`src/rtl/lfsr_ctrl_pkg.sv`:
```
// lfsr_ctrl_pkg: shared types and defaults for the LFSR cascade controller.
// Holds the controller FSM state enum and default STAGES / LIMIT_W values.
package lfsr_ctrl_pkg;

   localparam int STAGES_DEF  = 4;
   localparam int LIMIT_W_DEF = 16;

   typedef enum logic [2:0] {
      S_IDLE,
      S_RUN,
      S_PAUSE,
      S_DONE,
      S_OVF
   } state_t;

endpackage

```
`src/rtl/lfsr_carry_chain.sv`:
```
// lfsr_carry_chain: ripple carry-enable for a cascade of stage counters.
// Ports: accept (base enable), carry[i] (stage i terminal),
//        cnt[i] (enable for stage i), wrap (whole cascade wraps).
module lfsr_carry_chain
   import lfsr_ctrl_pkg::*;
#(
   parameter int STAGES = STAGES_DEF
) (
   input  logic              accept,
   input  logic [STAGES-1:0] carry,
   output logic [STAGES-1:0] cnt,
   output logic              wrap
);

   // en[i] = accept & carry[0] & ... & carry[i-1]
   logic [STAGES:0] en;

   assign en[0] = accept;

   for (genvar i = 0; i < STAGES; i++) begin : g_chain
      assign en[i+1] = en[i] & carry[i];
   end

   assign cnt  = en[STAGES-1:0];
   assign wrap = en[STAGES];

endmodule

```
`src/rtl/lfsr_cascade_ctrl.sv`:
```
// lfsr_cascade_ctrl: run/pause/limit/overflow control for cascaded stages.
// Ports: Clk, Rst (sync, high), Start/Stop/Clear/Tick commands, Limit,
//        Carry in; CNT enables, Stage_Rst, Busy/Done/Ovf, Tick_Count out.
module lfsr_cascade_ctrl
   import lfsr_ctrl_pkg::*;
#(
   parameter int STAGES  = STAGES_DEF,
   parameter int LIMIT_W = LIMIT_W_DEF
) (
   input  logic               Clk,
   input  logic               Rst,
   input  logic               Start,
   input  logic               Stop,
   input  logic               Clear,
   input  logic               Tick,
   input  logic [LIMIT_W-1:0] Limit,
   input  logic [STAGES-1:0]  Carry,
   output logic [STAGES-1:0]  CNT,
   output logic               Stage_Rst,
   output logic               Busy,
   output logic               Done,
   output logic               Ovf,
   output logic [LIMIT_W-1:0] Tick_Count
);

   state_t             state;
   logic [LIMIT_W-1:0] limit_q;
   logic [LIMIT_W-1:0] count_q;
   logic [LIMIT_W-1:0] count_inc;
   logic               busy_q;
   logic               done_q;
   logic               ovf_q;
   logic               accept;
   logic               wrap;
   logic               hit;

   // Stop/Clear/Rst outrank a tick, so a tick under any of them is lost.
   assign accept = (state == S_RUN) & Tick & ~Stop & ~Clear & ~Rst;

   assign count_inc = count_q + LIMIT_W'(1);

   // Limit of zero means free-running: never reaches DONE.
   assign hit = (limit_q != '0) && (count_inc == limit_q);

   lfsr_carry_chain #(
      .STAGES (STAGES)
   ) u_chain (
      .accept (accept),
      .carry  (Carry),
      .cnt    (CNT),
      .wrap   (wrap)
   );

   assign Stage_Rst  = Rst | Clear;
   assign Busy       = busy_q;
   assign Done       = done_q;
   assign Ovf        = ovf_q;
   assign Tick_Count = count_q;

   always_ff @(posedge Clk) begin
      if (Rst) begin
         state   <= S_IDLE;
         count_q <= '0;
         limit_q <= '0;
         busy_q  <= 1'b0;
         done_q  <= 1'b0;
         ovf_q   <= 1'b0;
      end else if (Clear) begin
         state   <= S_IDLE;
         count_q <= '0;
         busy_q  <= 1'b0;
         done_q  <= 1'b0;
         ovf_q   <= 1'b0;
      end else begin
         unique case (state)
            S_IDLE: begin
               if (!Stop && Start) begin
                  state   <= S_RUN;
                  limit_q <= Limit;
                  count_q <= '0;
                  busy_q  <= 1'b1;
               end
            end
            S_RUN: begin
               if (Stop) begin
                  state <= S_PAUSE;
               end else if (accept) begin
                  count_q <= count_inc;
                  // Overflow wins over a coincident limit hit.
                  if (wrap) begin
                     state  <= S_OVF;
                     busy_q <= 1'b0;
                     ovf_q  <= 1'b1;
                  end else if (hit) begin
                     state  <= S_DONE;
                     busy_q <= 1'b0;
                     done_q <= 1'b1;
                  end
               end
            end
            S_PAUSE: begin
               if (!Stop && Start) begin
                  state <= S_RUN;
               end
            end
            S_DONE, S_OVF: begin
               state <= state;
            end
            default: begin
               state  <= S_IDLE;
               busy_q <= 1'b0;
               done_q <= 1'b0;
               ovf_q  <= 1'b0;
            end
         endcase
      end
   end

endmodule

```
`config.mk`:
```
export PLATFORM = sky130hd
export DESIGN_NAME = lfsr_cascade_ctrl
export DESIGN_NICKNAME = d
export VERILOG_FILES = /design/src/rtl/lfsr_ctrl_pkg.sv /design/src/rtl/lfsr_carry_chain.sv /design/src/rtl/lfsr_cascade_ctrl.sv
export SDC_FILE = /design/constraint.sdc
export NUM_CORES = 1
export LEC_CHECK = 0
export ABC_AREA = 1
export ABC_CLOCK_PERIOD_IN_PS = 5600
export BUFFER_PORTS_ARGS = -buffer_cell sky130_fd_sc_hd__clkbuf_2
export CAP_MARGIN = 5
export CELL_PAD_IN_SITES_DETAIL_PLACEMENT = 2
export CELL_PAD_IN_SITES_GLOBAL_PLACEMENT = 2
export CORE_MARGIN = 1
export CORE_UTILIZATION = 30
export DETAILED_ROUTE_END_ITERATION = 8
export PLACE_DENSITY = 0.87
export SYNTH_ARGS = -nofsm -noshare
export SYNTH_HDL_FRONTEND = slang
export SYNTH_SLANG_ARGS = --single-unit
```
`constraint.sdc`:
```
create_clock -name Clk -period 5.6 [get_ports Clk]
set_clock_uncertainty 0.05 [all_clocks]
set_input_delay 0.84 -clock Clk [delete_from_list [all_inputs] [get_ports Clk]]
set_output_delay 0.84 -clock Clk [all_outputs]
set_load 0.01 [all_outputs]
```
==> results.cfg, run 1 <==
[clock_tree]
cts_resized = 0
clockBufferDepth = 2
cts_buffers = 5
clk_root_buffer_cell = clkbuf_8
path_clk_slew_ns = 0.08
cts_tree = done
cts_sinks = 38
insertion_delay_ns = 0.30
cts_hold_buf = 0
post_cts_buffers = 0
cts-htree-levels = 2

[power]
cellPowerDensity_nw_per_um2 = 198.3
ir_drop_mv = 0.09321
p_leak_nw = 1.192

[worst_setup_path]
critPathMaxFanout = 17
start_kind = input pin
reg2reg_depth = 16
crit_top_cell = clkbuf_2
critPathArrivalTime_ns = 2.22
r2r_end = Busy
critical_path_required_ns = 4.71
path_cells = clkbuf_2 > nor2_8 > clkinv_1 > clkbuf_2
slowest_delay_ns = 0.53
worstReg2RegStart = Tick_Count[0]
setup.worst_path.end_class = output port
worstSetupPathType = input pin to output port
r2r_slack_ns = 3.03
slowest_stage = clkinv_1

[timing]
rsz0062_at_grt = no
worst_slack_ns = 2.492
fmax_mhz = 321.7
final-setup-viol-count = 0
hold_viol = 0
drv_slew = 0
fin_crit_sh_pct = 55.51
setup-tns-final_ns = 0
tightest_slew_ns = 0.9558
slew_headroom_pct = 36.21
min_period_ns = 3.108

[layout]
drive_gt1_share_pct = 16.94
syn_to_final_growth_pct = 17.72
seqCellArea_um2 = 760.7
final_cells = 524
n_antenna_cell = 0
final_nets = 452
postLayoutCoreUtil_pct = 37.22
final_common_cell = nand2_1
mostFrequentLayoutCells = 111 x nand2_1, 49 x clkbuf_2, 48 x inv_1, 48 x nor2_1, 39 x nand3_1
fillers = 967
multi_input_area_um2 = 1338

[route]
routed_via_density = 5.107
first_iter_violations = 85
route.detailed.drc = 0
drtPass1Iterations = 4
antenna_left = 0
via_count = 2676
wl_per_cell_um = 16.41
drt-total-wl_um = 8599

[yosys]
synth_cell_type_count = 24
syn_avg_cell_area_um2 = 6.180
syn_area_um2 = 2330
yosys_warnings = 0
syn_nets = 404
synth_seq_cells = 38
seq_area_frac_synth_pct = 32.65
syn_inst = 377

[min_path]
worstHoldEndpoint = Ovf
min_from = Ovf
holdPathStages = 2
hold_class = register to register

[grt]
gr-total-overflow = 0
grt_pass1_vias = 2936
grt_util_all_layers_pct = 22.13
antenna_found_initial = 0
grt_max_degree = 31
grt_pass1_wl_um = 14320

[floorplan]
start_util_pct = 31.61
ios = 50
core_region_area_um2 = 7370
fp.dieH_um = 90.13
die_x_um = 90.13
dieArea_um2 = 8123
rows = 31

[job]
maxCapViolCount = 0

[placed_design]
numPlacedInstances = 517
hpwl_um = 6445
gp_congestion = 0.7976
post-place-ws_ns = 2.405
io_buffers = 49

[status]
status = complete, no violations
registers in the layout, indices dropped and copies added (netlist names):
signal	count
Busy	1
Tick_Count	16
state	3
Done	1
limit_q	16
Ovf	1
metal layers:
metal | track usage [%] | share of wire (%)
met5 | 0 | 0
met4 | 6.452 | 1.7
met3 | 3.723 | 3.2
met2 | 41.98 | 53
met1 | 25.05 | 42
area by class of cell:
class	instances	share of cell area, %
Multi-Input combinational cell	280	48.77
Tap cell	99	4.516
Inverter	49	6.706
Sequential cell	38	27.74
Timing Repair Buffer	51	9.489
Clock buffer	7	2.783
synthesized netlist by cell type (all sizes together):
cell type	n	area (µm²)
nand4	11	68.82
xnor2	2	17.52
buf	5	28.77
nor3	2	10.01
clkinv	1	3.750
nand2	116	452.9
nand3	39	195.2
a211oi	14	105.1
xor2	2	17.52
inv	48	180.2
a21oi	27	135.1
o21ai	7	35.03
clkbuf	5	18.77
ha	1	12.51
dfxtp	38	760.7
o21bai	1	11.26
nor2	58	276.5
where the power goes:
group | switching, W | internal [W]
clock network | 0.000100 | 0.0000859
registers | 0.00000451 | 0.000278
logic | 0.0000494 | 0.0000263
worst max path at each step:
| stage | startpoint | to | slack [ns] | cells after the start |
|---|---|---|---|---|
| detailed placement | Rst | Stage_Rst | 2.41 | 4 |
| global placement | Rst | Stage_Rst | 2.50 | 4 |
| CTS | Rst | Stage_Rst | 2.44 | 4 |
| finish | Rst | Stage_Rst | 2.49 | 4 |
| global route | Rst | Stage_Rst | 2.35 | 4 |
| floorplan | Rst | CNT[0] | 2.82 | 7 |
cells by family (layout without fill, tap and decap cells):
family                     after synthesis  in the layout  synth area share (%)
and+or+nand+nor                        226            226                 43.07
buffers and inverters                   59            107                 9.935
AOI/OAI and AO/OA                       49             49                 12.30
DFF                                     38             38                 32.65
xor gates and xnor gates                 4              4                 1.504
adders and majority gates                1              1                0.5370
critical path, delay by kind of cell:
kind          cells  cell delay, ns
buf+inv           3            1.15
simple gates      1            0.23
metrics by stage:
stage | cell area [µm²] | total power [W] | hold slack (ns)
2_1_floorplan | 2330 | 0.0003343 | 0.4161
3_3_place_gp | 2666 | 0.0003583 | 0.4035
3_5_place_dp | 2666 | 0.0003632 | 0.4232
4_1_cts | 2743 | 0.0005491 | 0.4437
5_1_grt | 2743 | 0.0005681 | 0.4668
6_report | 2743 | 0.0005438 | 0.4342
Note: power is estimated with default switching activity, not from simulation.
==> inputs of run 2 (changes only) <==
- ABC_CLOCK_PERIOD_IN_PS: 5600 -> 3000
- CORE_UTILIZATION: 30 -> 28
- PLACE_DENSITY: 0.87 -> 0.82
- clock period: 5.6 -> 3 ns (I/O delays scaled with it)
==> run 2 against run 1 <==
Die area up 7.0%. Worst setup slack got worse by 1.8 ns. Global-route usage shrank 1.6 points. Sequential share of layout area shrank 0.26 points. Critical path type is now register to register. Largest power group unchanged. Highest routed layer unchanged.
==> results.cfg, run 2 (synthesis results as in run 1) <==
[clock_tree]
clockBufferDepth = 2
clk_root_buffer_cell = clkbuf_8
path_clk_slew_ns = 0.08
post_cts_buffers = 0
cts_sinks = 38
insertion_delay_ns = 0.30
cts_hold_buf = 0
cts_buffers = 5
cts_tree = done
cts_resized = 0
cts-htree-levels = 2

[timing]
min_period_ns = 2.267
slew_headroom_pct = 34.63
hold_viol = 0
worst_slack_ns = 0.7330
drv_slew = 0
fin_crit_sh_pct = 75.57
setup-tns-final_ns = 0
rsz0062_at_grt = no
fmax_mhz = 441.1
tightest_slew_ns = 0.9795
final-setup-viol-count = 0

[worst_setup_path]
start_kind = register
worstSetupPathType = register to register
critPathArrivalTime_ns = 2.41
critical_path_required_ns = 3.15
reg2reg_depth = 14
setup.worst_path.end_class = register
critPathMaxFanout = 7

[layout]
drive_gt1_share_pct = 17.56
syn_to_final_growth_pct = 18.85
final_common_cell = nand2_1
n_antenna_cell = 0
fillers = 1011
final_nets = 453
mostFrequentLayoutCells = 111 x nand2_1, 49 x clkbuf_2, 48 x inv_1, 48 x nor2_1, 39 x nand3_1

[route]
drt-total-wl_um = 8290
antenna_left = 0
route.detailed.drc = 0
drtPass1Iterations = 4
first_iter_violations = 62
via_count = 2643
wl_per_cell_um = 15.67
routed_via_density = 4.996

[grt]
grt_pass1_wl_um = 13820
grt_pass1_vias = 2847
grt_max_degree = 31
antenna_found_initial = 0
gr-total-overflow = 0
grt_util_all_layers_pct = 20.54

[floorplan]
dieArea_um2 = 8689
die_x_um = 93.22
ios = 50
start_util_pct = 29.54
fp.dieH_um = 93.22
core_region_area_um2 = 7888
rows = 32

[power]
p_leak_nw = 1.207
ir_drop_mv = 0.2272
cellPowerDensity_nw_per_um2 = 379.0

[min_path]
holdPathStages = 3
hold_class = input pin to register

[placed_design]
gp_congestion = 0.8333
post-place-ws_ns = 0.5982
io_buffers = 49
hpwl_um = 6483

[job]
maxCapViolCount = 0

[status]
status = complete, no violations
[run 2: critical path, cell delays in order (launching register included)]
cell and delay, ns:
dfxtp_1 0.44, ha_1 0.24, nand3_1 0.17, nor2_1 0.28, nand4_1 0.17, nand2_1 0.13
nand2_1 0.06, nand2_1 0.06, nand3_1 0.09, nor2_2 0.13, nand2_2 0.09, nand2_1 0.08
nand3_1 0.07, nand2_1 0.06, nor2_1 0.04
[run 2: cell type report]
type | count | area, µm² | area share [%]
clock buffers | 7 | 86.33 | 3.118
repair buffers | 52 | 267.8 | 9.670
multi-input cells | 280 | 1338 | 48.31
well taps | 102 | 127.6 | 4.609
flip-flops and latches | 38 | 760.7 | 27.47
inverters | 49 | 183.9 | 6.643
clock inverters | 1 | 5.005 | 0.1807
[run 2: routing by layer]
layer | vias to the layer above | part of all wire, % | track usage (%)
met3 | 7 | 2.3 | 2.683
met1 | 1293 | 45 | 24.88
li1 | 1309 | - | -
met2 | 34 | 52 | 38.42
met5 | - | 0 | 0
met4 | 0 | 0.92 | 4.231
[run 2: metrics by stage]
stage / total power, W / instances / instance area, µm² / hold slack, ns / utilization (%)
floorplan: 0.0006240 / 377 / 2330 / 0.4161 / -
global placement: 0.0006745 / 521 / 2678 / 0.4115 / 33.95
detailed placement: 0.0006797 / 521 / 2678 / 0.4143 / 33.95
CTS: 0.001063 / 529 / 2769 / 0.3336 / 35.10
global route: 0.001099 / 529 / 2769 / 0.3556 / 35.10
finish: 0.001049 / 529 / 2769 / 0.3305 / 35.10
[run 2: power by group]
| part | switching [W] | leakage (nW) | internal, W |
|---|---|---|---|
| Sequential | 0.00000877 | 0.308 | 0.000518 |
| Clock | 0.000198 | 0.0482 | 0.000186 |
| Combinational | 0.0000884 | 0.850 | 0.0000499 |
| Total | 0.000296 | 1.21 | 0.000754 |
[run 2: path summary, 6_finish.rpt]
kind	startpoint	end	slack, ns
min	Limit[1]	limit_q[1]	0.33
max	Tick_Count[0]	Busy	0.73
max reg2reg	Tick_Count[0]	Busy	0.73
min reg2reg	Ovf	Ovf	0.42
